## src/rtl/ascon_pack.sv

```systemverilog
// Shared types, S-box tables and parameter checks for the ASCON substitution layer.
package ascon_pack;

  // Word x0 is index 0. Bit j of every word together forms column j.
  typedef logic [4:0][63:0] type_state;

  localparam logic [4:0] SBOX_FWD [32] = '{
    5'h04, 5'h0b, 5'h1f, 5'h14, 5'h1a, 5'h15, 5'h09, 5'h02,
    5'h1b, 5'h05, 5'h08, 5'h12, 5'h1d, 5'h03, 5'h06, 5'h1c,
    5'h1e, 5'h13, 5'h07, 5'h0e, 5'h00, 5'h0d, 5'h11, 5'h18,
    5'h10, 5'h0c, 5'h01, 5'h19, 5'h16, 5'h0a, 5'h0f, 5'h17
  };

  localparam logic [4:0] SBOX_INV [32] = '{
    5'h14, 5'h1a, 5'h07, 5'h0d, 5'h00, 5'h09, 5'h0e, 5'h12,
    5'h0a, 5'h06, 5'h1d, 5'h01, 5'h19, 5'h15, 5'h13, 5'h1e,
    5'h18, 5'h16, 5'h0b, 5'h11, 5'h03, 5'h05, 5'h1c, 5'h1f,
    5'h17, 5'h1b, 5'h04, 5'h08, 5'h0f, 5'h0c, 5'h10, 5'h02
  };

  function automatic bit nb_sbox_legal(input int n);
    return n inside {1, 2, 4, 8, 16, 32, 64};
  endfunction

endpackage

```

## src/rtl/sbox_5b_bidir.sv

```systemverilog
// Combinational 5-bit ASCON S-box, forward or inverse selected per call.
module sbox_5b_bidir
  import ascon_pack::*;
(
  input  logic [4:0] data_i,
  input  logic       inv_i,
  output logic [4:0] data_o
);

  assign data_o = inv_i ? SBOX_INV[data_i] : SBOX_FWD[data_i];

endmodule

```

## src/rtl/substitution_layer_iter.sv

```systemverilog
// Iterative ASCON substitution layer: NB_SBOX columns per cycle, 64/NB_SBOX cycles per layer.
module substitution_layer_iter
  import ascon_pack::*;
#(
  parameter int NB_SBOX = 8
) (
  input  logic      clock_i,
  input  logic      reset_i,
  input  logic      valid_i,
  output logic      ready_o,
  input  logic      inv_i,
  input  type_state state_i,
  output logic      valid_o,
  input  logic      ready_i,
  output type_state state_o
);

  localparam int NB_STEP = 64 / NB_SBOX;
  localparam int CW      = (NB_STEP > 1) ? $clog2(NB_STEP) : 1;

  if (!nb_sbox_legal(NB_SBOX)) begin : g_bad_nb_sbox
    $error("substitution_layer_iter: NB_SBOX=%0d must be a power of two in 1..64", NB_SBOX);
  end

  typedef enum logic [1:0] {IDLE, RUN, DONE} fsm_t;

  fsm_t      state_q, state_d;
  logic [CW-1:0] cnt_q;
  logic      mode_q;
  type_state work_q, work_nx;
  logic      last;
  logic [5:0] base;

  logic [4:0][NB_SBOX-1:0] col_q, col_d;
  logic [NB_SBOX-1:0][4:0] sb_in, sb_out;

  assign last = (cnt_q == CW'(NB_STEP - 1));
  assign base = 6'(32'(cnt_q) * 32'(NB_SBOX));

  // Column window of the current step, one slice per word.
  for (genvar b = 0; b < 5; b++) begin : g_word
    assign col_q[b] = work_q[b][base +: NB_SBOX];
  end

  for (genvar g = 0; g < NB_SBOX; g++) begin : g_lane
    assign sb_in[g] = {col_q[0][g], col_q[1][g], col_q[2][g], col_q[3][g], col_q[4][g]};

    sbox_5b_bidir u_sbox (
      .data_i (sb_in[g]),
      .inv_i  (mode_q),
      .data_o (sb_out[g])
    );

    for (genvar b = 0; b < 5; b++) begin : g_bit
      assign col_d[b][g] = sb_out[g][4-b];
    end
  end

  always_comb begin
    work_nx = work_q;
    for (int b = 0; b < 5; b++) work_nx[b][base +: NB_SBOX] = col_d[b];
  end

  always_comb begin
    state_d = state_q;
    ready_o = 1'b0;
    valid_o = 1'b0;
    case (state_q)
      IDLE: begin
        ready_o = 1'b1;
        if (valid_i) state_d = RUN;
      end
      RUN:  if (last) state_d = DONE;
      DONE: begin
        valid_o = 1'b1;
        if (ready_i) state_d = IDLE;
      end
      default: state_d = IDLE;
    endcase
  end

  always_ff @(posedge clock_i) begin
    if (reset_i) begin
      state_q <= IDLE;
      cnt_q   <= '0;
      mode_q  <= 1'b0;
      work_q  <= '0;
    end else begin
      state_q <= state_d;
      case (state_q)
        IDLE: if (valid_i) begin
          work_q <= state_i;
          mode_q <= inv_i;
          cnt_q  <= '0;
        end
        RUN: begin
          work_q <= work_nx;
          if (!last) cnt_q <= cnt_q + 1'b1;
        end
        default: ;
      endcase
    end
  end

  assign state_o = work_q;

endmodule

```

## config.mk

```make
export PLATFORM = sky130hd
export DESIGN_NAME = substitution_layer_iter
export DESIGN_NICKNAME = d
export VERILOG_FILES = /design/src/rtl/ascon_pack.sv /design/src/rtl/sbox_5b_bidir.sv /design/src/rtl/substitution_layer_iter.sv
export SDC_FILE = /design/constraint.sdc
export NUM_CORES = 1
export LEC_CHECK = 0
export CAP_MARGIN = 0
export CORE_AREA = 8 8 243 245
export DETAILED_ROUTE_END_ITERATION = 8
export DIE_AREA = 0 0 251 253
export PLACE_DENSITY = 0.78
export SLEW_MARGIN = 10
export SYNTH_ARGS = -nofsm -noshare
export SYNTH_HDL_FRONTEND = slang
export SYNTH_HIERARCHICAL = 1
export SYNTH_SLANG_ARGS = --single-unit
```

## constraint.sdc

```tcl
create_clock -name clock_i -period 4.11 [get_ports clock_i]
set_input_delay 0.411 -clock clock_i [delete_from_list [all_inputs] [get_ports clock_i]]
set_output_delay 0.411 -clock clock_i [all_outputs]
set_load 0.02 [all_outputs]
```

==> key figures <==
CTS
  – H-Tree Depth: 2
  – Hold buffer count at cts: 0
  – Clk sinks: roughly 330
  – Clock insertion delay at the later pin of the skew report: 580 ps
  – Cell at the root of the clock tree: sky130_fd_sc_hd__clkbuf_16
  – TritonCTS clock tree: built
  – Clock Tree Buf Depth: 3
  – Clock-pin slew on the worst setup and hold paths: roughly 60 ps
  – Inserted Clock Buffers: 38

Power and ir drop
  – Overall Power: between 10 and 15 mW
  – Worst IR drop on VDD: 291 uV
  – Power Density: about 430 nW/um^2
  – Leak: 10.9 nW

Worst setup path
  – CP Class: reg -> reg
  – Nature of the critical path startpoint: flip-flop
  – Destination of the worst register-to-register timing path: state_o[209]
  – Maximum cell stage delay along the critical path: approximately 820 ps
  – Setup slack of the worst register-to-register path: 250 ps
  – Startpoint of the most critical register-to-register path: cnt_q[0]
  – Top fanout value on the critical path: 12
  – Endpoint type of the worst setup path: flip-flop
  – Arrival time at the worst endpoint: about 4300 ps
  – Kind of cell adding the most delay to the critical path: compound AO/OA/AOI/OAI gates
  – Most frequent CP cell: sky130_fd_sc_hd__nand2_1
  – Cell with the largest stage delay on the worst path: sky130_fd_sc_hd__o211ai_1
  – Critical path buffer and inverter count: 2
  – R2R cell count: 12
  – Data required time of the worst path: ~4600 ps
  – Cell-by-cell listing of the critical path: buf_4 > mux4_2 > nand2_1 > nand2_1 > inv_1 > ha_1 > nor2_1 > mux2_2 > a22oi_1 > o211ai_1 > a221oi_1 > nor3_1

STA
  – Setup repair after global routing missed its margin: false
  – Worst-Margin Slew: roughly 1100 ps
  – Post-Route Hold Slack: 377 ps
  – Final period util: 0.939
  – Post-route worst setup slack: between 200 and 250 ps
  – Relative max-transition margin: 0.269
  – Setup violators final: 0
  – Final Critical Period: between 3000 and 4000 ps
  – Setup TNS Final: 0 ps
  – Worst clock skew: 27.9 ps
  – Final slew viol count: 0
  – Hold violation total from the final report: 0
  – Max Clk Rate: 259 MHz

Logic synthesis
  – Number of synthesized flops with an enable pin: 0
  – Async set-or-reset flop fraction in the synthesized netlist: 0
  – Number of synthesized register bits: 326
  – Cell types with the largest area share after synthesis: sky130_fd_sc_hd__dfxtp_1 (31%), sky130_fd_sc_hd__a221oi_1 (10%), sky130_fd_sc_hd__mux4_2 (9.7%), sky130_fd_sc_hd__nor2_1 (7.4%), sky130_fd_sc_hd__nor3_1 (6.4%)
  – Post-synthesis cell area: around 21000 sq um
  – Synthesized instance count: approximately 2500
  – Leading cell type by number of instances after synthesis: sky130_fd_sc_hd__nor2_1
  – Average cell area after synthesis: roughly 8.4 sq um
  – Ranking of synthesized cells by instance count: sky130_fd_sc_hd__nor2_1 (410), sky130_fd_sc_hd__dfxtp_1 (326), sky130_fd_sc_hd__nor3_1 (265), sky130_fd_sc_hd__a221oi_1 (240), sky130_fd_sc_hd__clkbuf_1 (185)
  – Yosys warns: 6
  – Number of distinct library cells after synthesis: just under 60
  – Area share of the largest cell type after synthesis: 0.314
  – Post-Syn Nets: ~2900
  – Primary flip-flop cell chosen by synthesis mapping: sky130_fd_sc_hd__dfxtp_1
  – Library cell occupying the most area in the post-synthesis netlist: sky130_fd_sc_hd__dfxtp_1
  – Share of synthesized area occupied by flip-flops and latches: 0.314

Floorplanning
  – IO Count: around 650
  – Die span in x: between 200 and 300 microns
  – Area of the die: roughly 64000 sq um
  – Core Footprint: 55500 sq um
  – Row cnt: between 80 and 90
  – Die span in y: ~250 microns
  – Initial standard-cell utilization of the core: 0.374

Placed design
  – Worst setup timing slack at the placement stage: 141 ps
  – Port-buffer cells: about 650
  – Final Wtd Congestion: about 0.95
  – Cells after DPL: between 3000 and 4000
  – DP Wirelength: 77700 microns

Global route
  – Maximum number of pins on one net before global-route repair: around 120
  – Via count of the first global-routing pass: 23100
  – Global-route wire length before repair: ~160000 microns
  – Total gr overflow: 0
  – Antenna violations before repair: 10
  – Global Route Usage Sum: 0.328

Worst hold path
  – Beginning of the worst hold path: inv_i
  – Worst Hold Path EP: mode_q
  – Hold WC Path Type: in -> reg
  – Hold Path Cell Cnt: 3

Route
  – Initial DRT Pass Iterations: 6
  – Via count normalized by instance count: 6.46
  – Vias post-DR: between 20000 and 25000
  – Final wirelength: approximately 110000 microns
  – Wire length per cell: around 30 microns
  – Remaining number of nets flagged by the antenna check after routing: 0
  – Residual DRC: 0
  – Starting DRT DRC Count: around 2600

Finish
  – Net count reported at finish: roughly 3400
  – Number of cells in the finished layout apart from fillers: ~3700
  – Area growth from synthesis to layout: 41.8%
  – Ratio of cells with drive above 1 in the final layout: 0.118
  – Fill cell instance count of the final layout: between 5000 and 6000

Run status
  – Outcome: completed

Flow run
  – Max-cap violations: 0
[cell type report]
class,count,area [sq um],area share
multi-input combinational,1765,12700,0.431
timing repair buffer,791,7820,0.266
sequential,326,6540,0.222
clock buffer,53,1110,0.0376
tap,712,891,0.0303
inverter,64,240,0.00816
clock inverter,9,146,0.00497
antenna,6,15.0,0.000510
[cell usage in the layout, fill, tap and decap left out, types with 38 or more instances in the layout]
cell type / instances
sky130_fd_sc_hd__a21oi_1: 111
sky130_fd_sc_hd__a221oi_1: 240
sky130_fd_sc_hd__buf_4: 124
sky130_fd_sc_hd__clkbuf_16: 38
sky130_fd_sc_hd__clkdlybuf4s50_1: 645
sky130_fd_sc_hd__dfxtp_1: 322
sky130_fd_sc_hd__ha_1: 63
sky130_fd_sc_hd__inv_1: 61
sky130_fd_sc_hd__mux2i_1: 41
sky130_fd_sc_hd__mux4_2: 89
sky130_fd_sc_hd__nand2_1: 149
sky130_fd_sc_hd__nor2_1: 407
sky130_fd_sc_hd__nor3_1: 261
sky130_fd_sc_hd__o221a_1: 39
sky130_fd_sc_hd__xnor2_1: 40
[worst register-to-register path, delay by kind of cell, from the launching register on]
kind / cells / cell delay, ps
simple gates: 4 / 600
buf+inv: 2 / 410
fa+ha+maj: 1 / 330
compound gates: 3 / 1080
flops: 1 / 590
mux: 2 / 740
[report_power, final]
| part | internal [mW] | total [mW] | switching (mW) | leakage (nW) |
|---|---|---|---|---|
| Clock | 2.06 | 3.55 | 1.49 | 0.605 |
| Sequential | 3.46 | 3.78 | 0.320 | 2.70 |
| Combinational | 2.20 | 5.44 | 3.24 | 7.60 |
| Total | 7.73 | 12.8 | 5.05 | 10.9 |
[stage by stage]
stage | util | instance area, sq um
detailed placement | 0.507 | 28200
finish | 0.530 | 29400
global placement | 0.507 | 28200
CTS | 0.530 | 29400
floorplan | - | 20800
global route | 0.530 | 29400
[registers in the layout, summed over array words and instances (netlist names)]
register,flops
state_o,320
cnt_q,3
state_q,2
mode_q,1
[worst max-delay path by stage]
stage                   from            to  slack (ps)  depth (start not counted)
finish              cnt_q[0]  state_o[209]         250                         12
global route        cnt_q[0]  state_o[158]          30                         11
CTS                 cnt_q[0]   state_o[96]          90                         12
detailed placement  cnt_q[0]   state_o[96]         140                         12
global placement    cnt_q[0]   state_o[96]         220                         12
floorplan           cnt_q[0]  state_o[136]         290                         16
[repair_timing]
| action | in CTS | in global routing |
|---|---|---|
| setup buffers | 0 | 1 |
| endpoints found under the setup margin | 0 | 11 |
| gates resized for setup | 0 | 2 |
[cells by family (layout without fill, tap and decap cells)]
| logic type | Yosys count | count (layout) | share of synthesized area |
|---|---|---|---|
| other | 0 | 6 | 0 |
| AOI/OAI and AO/OA | 581 | 581 | 0.216 |
| and+or+nand+nor | 932 | 932 | 0.200 |
| adders and majority gates | 63 | 63 | 0.0380 |
| buffers and inverters | 380 | 917 | 0.0864 |
| xor gates and xnor gates | 48 | 48 | 0.0228 |
| DFF | 326 | 326 | 0.314 |
| muxes | 141 | 141 | 0.122 |
[metal layers]
layer,vias to the layer above,global-route usage,part of all wire
met5,-,0,0.00019
met4,4,0.180,0.068
met3,469,0.0938,0.12
met2,1976,0.520,0.45
met1,11500,0.400,0.36
li1,10200,-,-
No activity file was read; power rests on OpenSTA's default activity.
==> RTL edit, RTL diff (config.mk and constraints unchanged) <==
`NB_SBOX`: 8 -> 16.
--- a/src/rtl/substitution_layer_iter.sv
+++ b/src/rtl/substitution_layer_iter.sv
@@ -2,7 +2,7 @@
 module substitution_layer_iter
   import ascon_pack::*;
 #(
-  parameter int NB_SBOX = 8
+  parameter int NB_SBOX = 16
 ) (
   input  logic      clock_i,
   input  logic      reset_i,
Function: not settled (the Yosys comparison gave no result); the edit may change what the design does.
==> RTL edit against the unedited design <==
Power increased by 8.3%. Area after synthesis is 33% higher. Utilization up 9.9 points. Setup slack worse by 0.11 ns. Routed wire length increased by 13%. Combinational power up 18%. Sequential cell count is 1 lower. Cell area grew 19%. Synthesized cell count is 32% higher. Hold slack better by 0.092 ns. Global-route usage up 3.9 points.
==> RTL edit: results (changes against the unedited design) <==
Status - finished clean (unchanged)
Synthesized Nets - 3693 (was 2859)
Crit-path max FO - 18 (was 12)
Sequential-to-total area share from yosys stat - 23.65% (was 31.43%)
WHS Endpoint - mode_q (unchanged)
Critical path data arrival time - 4.42 ns (was 4.33 ns)
Worst Skew - 0.02781 ns (was 0.02794 ns)
Layout cell share with drive strength beyond 1 - 11.87% (was 11.80%)
R2r startpoint - cnt_q[0] (unchanged)
Final WL - 124600 µm (was 110700 µm)
Post-CTS Setup Inserts - 0 (unchanged)
Clk_lat worst skew - 0.58 ns (about the same)
Routed vias/inst - 6.704 (was 6.465)
LEAKAGE - 12.29 nW (was 10.91 nW)
Largest cells by area after synthesis - dfxtp_1 (24%), mux4_2 (7.9%), a221oi_1 (6.7%) (was dfxtp_1 (31%), a221oi_1 (10%), mux4_2 (9.7%))
1st-pass router iterations - 7 (was 6)
Clock tree buffer depth - 3 (unchanged)
Root Buffer - clkbuf_16 (unchanged)
Min-Delay Path Class - input pin to register (unchanged)
Post-synth ARST share - 0% (unchanged)
Largest net degree at the start of global routing - 123 (was 117)
GRT Total Usage - 36.65% (was 32.80%)
Worst vdd ir - 0.0002470 V (was 0.0002912 V)
Synth cell types - 58 (was 59)
Relative slew slack - 25.68% (was 26.90%)
Clk slew on worst S/H paths - 0.06 ns (about the same)
Vias in the first global route - 28120 (was 23120)
Final #Nets - 4078 (was 3374)
GP Congestion - 0.9458 (was 0.9481)
Leading cell types by count after synthesis - inv_1 (432), dfxtp_1 (325), o21ai_1 (292) (was nor2_1 (410), dfxtp_1 (326), nor3_1 (265))
Hold Crit Depth - 3 (unchanged)
Reg2reg end - state_o[108] (was state_o[209])
R2R cell count - 11 (was 12)
Total CTS buffers - 38 (unchanged)
Initial DRC count - 3534 (was 2604)
First-pass GRT wire length - 180500 µm (was 157700 µm)
WHS - 0.4689 ns (was 0.3773 ns)
Detail Placement HPWL - 87240 µm (was 77670 µm)
Initial antenna violation count - 14 (was 10)
Placed Area - 33600 µm² (was 28160 µm²)
Setup slack, reg-to-reg - 0.14 ns (was 0.25 ns)
RTL edit: per-stage QoR:
step | std cells | power [mW] | util, % | setup slack [ns]
global route | 4387 | 14.30 | 62.95 | 0.06377
floorplan | 3251 | 7.705 | - | 0.8093
global placement | 4308 | 9.982 | 60.52 | 0.2406
finish | 4392 | 13.84 | 62.97 | 0.1423
CTS | 4378 | 13.67 | 62.90 | 0.1626
detailed placement | 4308 | 10.05 | 60.52 | 0.1904
RTL edit: final cells by class:
class,instances,area [µm²]
fill,4704,20560
multi-input combinational,2098,17090
timing repair buffer,739,7470
sequential,325,6518
inverter,434,1629
clock buffer,55,1160
tap,712,890.9
clock inverter,15,163.9
antenna,14,35.03
RTL edit: cells by family (layout without fill, tap and decap cells):
family	after synthesis	count (layout)	share of synthesized area, %
compound gates	1042	1042	28.54
buf+inv	828	1243	14.70
simple gates	645	645	12.62
flops	325	325	23.65
mux	198	198	11.71
fa+ha+maj	117	117	5.321
xor+xnor	96	96	3.465
other cells	0	14	0
RTL edit: routing by layer:
layer | part of all wire, % | vias up | global-route usage, %
met3 | 12 | 482 | 10.92
met2 | 45 | 2169 | 58.07
met5 | 0.020 | - | 0
li1 | - | 12800 | -
met4 | 6.6 | 4 | 21.87
met1 | 36 | 13990 | 43.76
RTL edit: where the power goes:
group	internal [mW]	switching, mW	leakage (nW)
Combinational	2.54	3.87	8.94
Sequential	3.45	0.313	2.70
Clock	2.16	1.51	0.656
Total	8.15	5.69	12.3
RTL edit: how the worst max path moves through the flow:
stage	startpoint	end	slack [ns]
2_1_floorplan	cnt_q[0]	state_o[82]	0.81
6_report	cnt_q[0]	state_o[108]	0.14
4_1_cts	cnt_q[0]	state_o[108]	0.16
3_5_place_dp	cnt_q[0]	state_o[108]	0.19
5_1_grt	cnt_q[0]	state_o[108]	0.06
3_3_place_gp	cnt_q[0]	state_o[108]	0.24
RTL edit: critical path, cell delays in order, from the launching register on:
cell	delay [ns]
dfxtp_4	0.66
buf_4	0.30
mux4_2	0.68
inv_1	0.22
ha_1	0.36
and3_1	0.23
a211oi_2	0.21
xnor2_1	0.10
mux2i_2	0.42
buf_4	0.23
nand4_1	0.09
a221oi_1	0.34
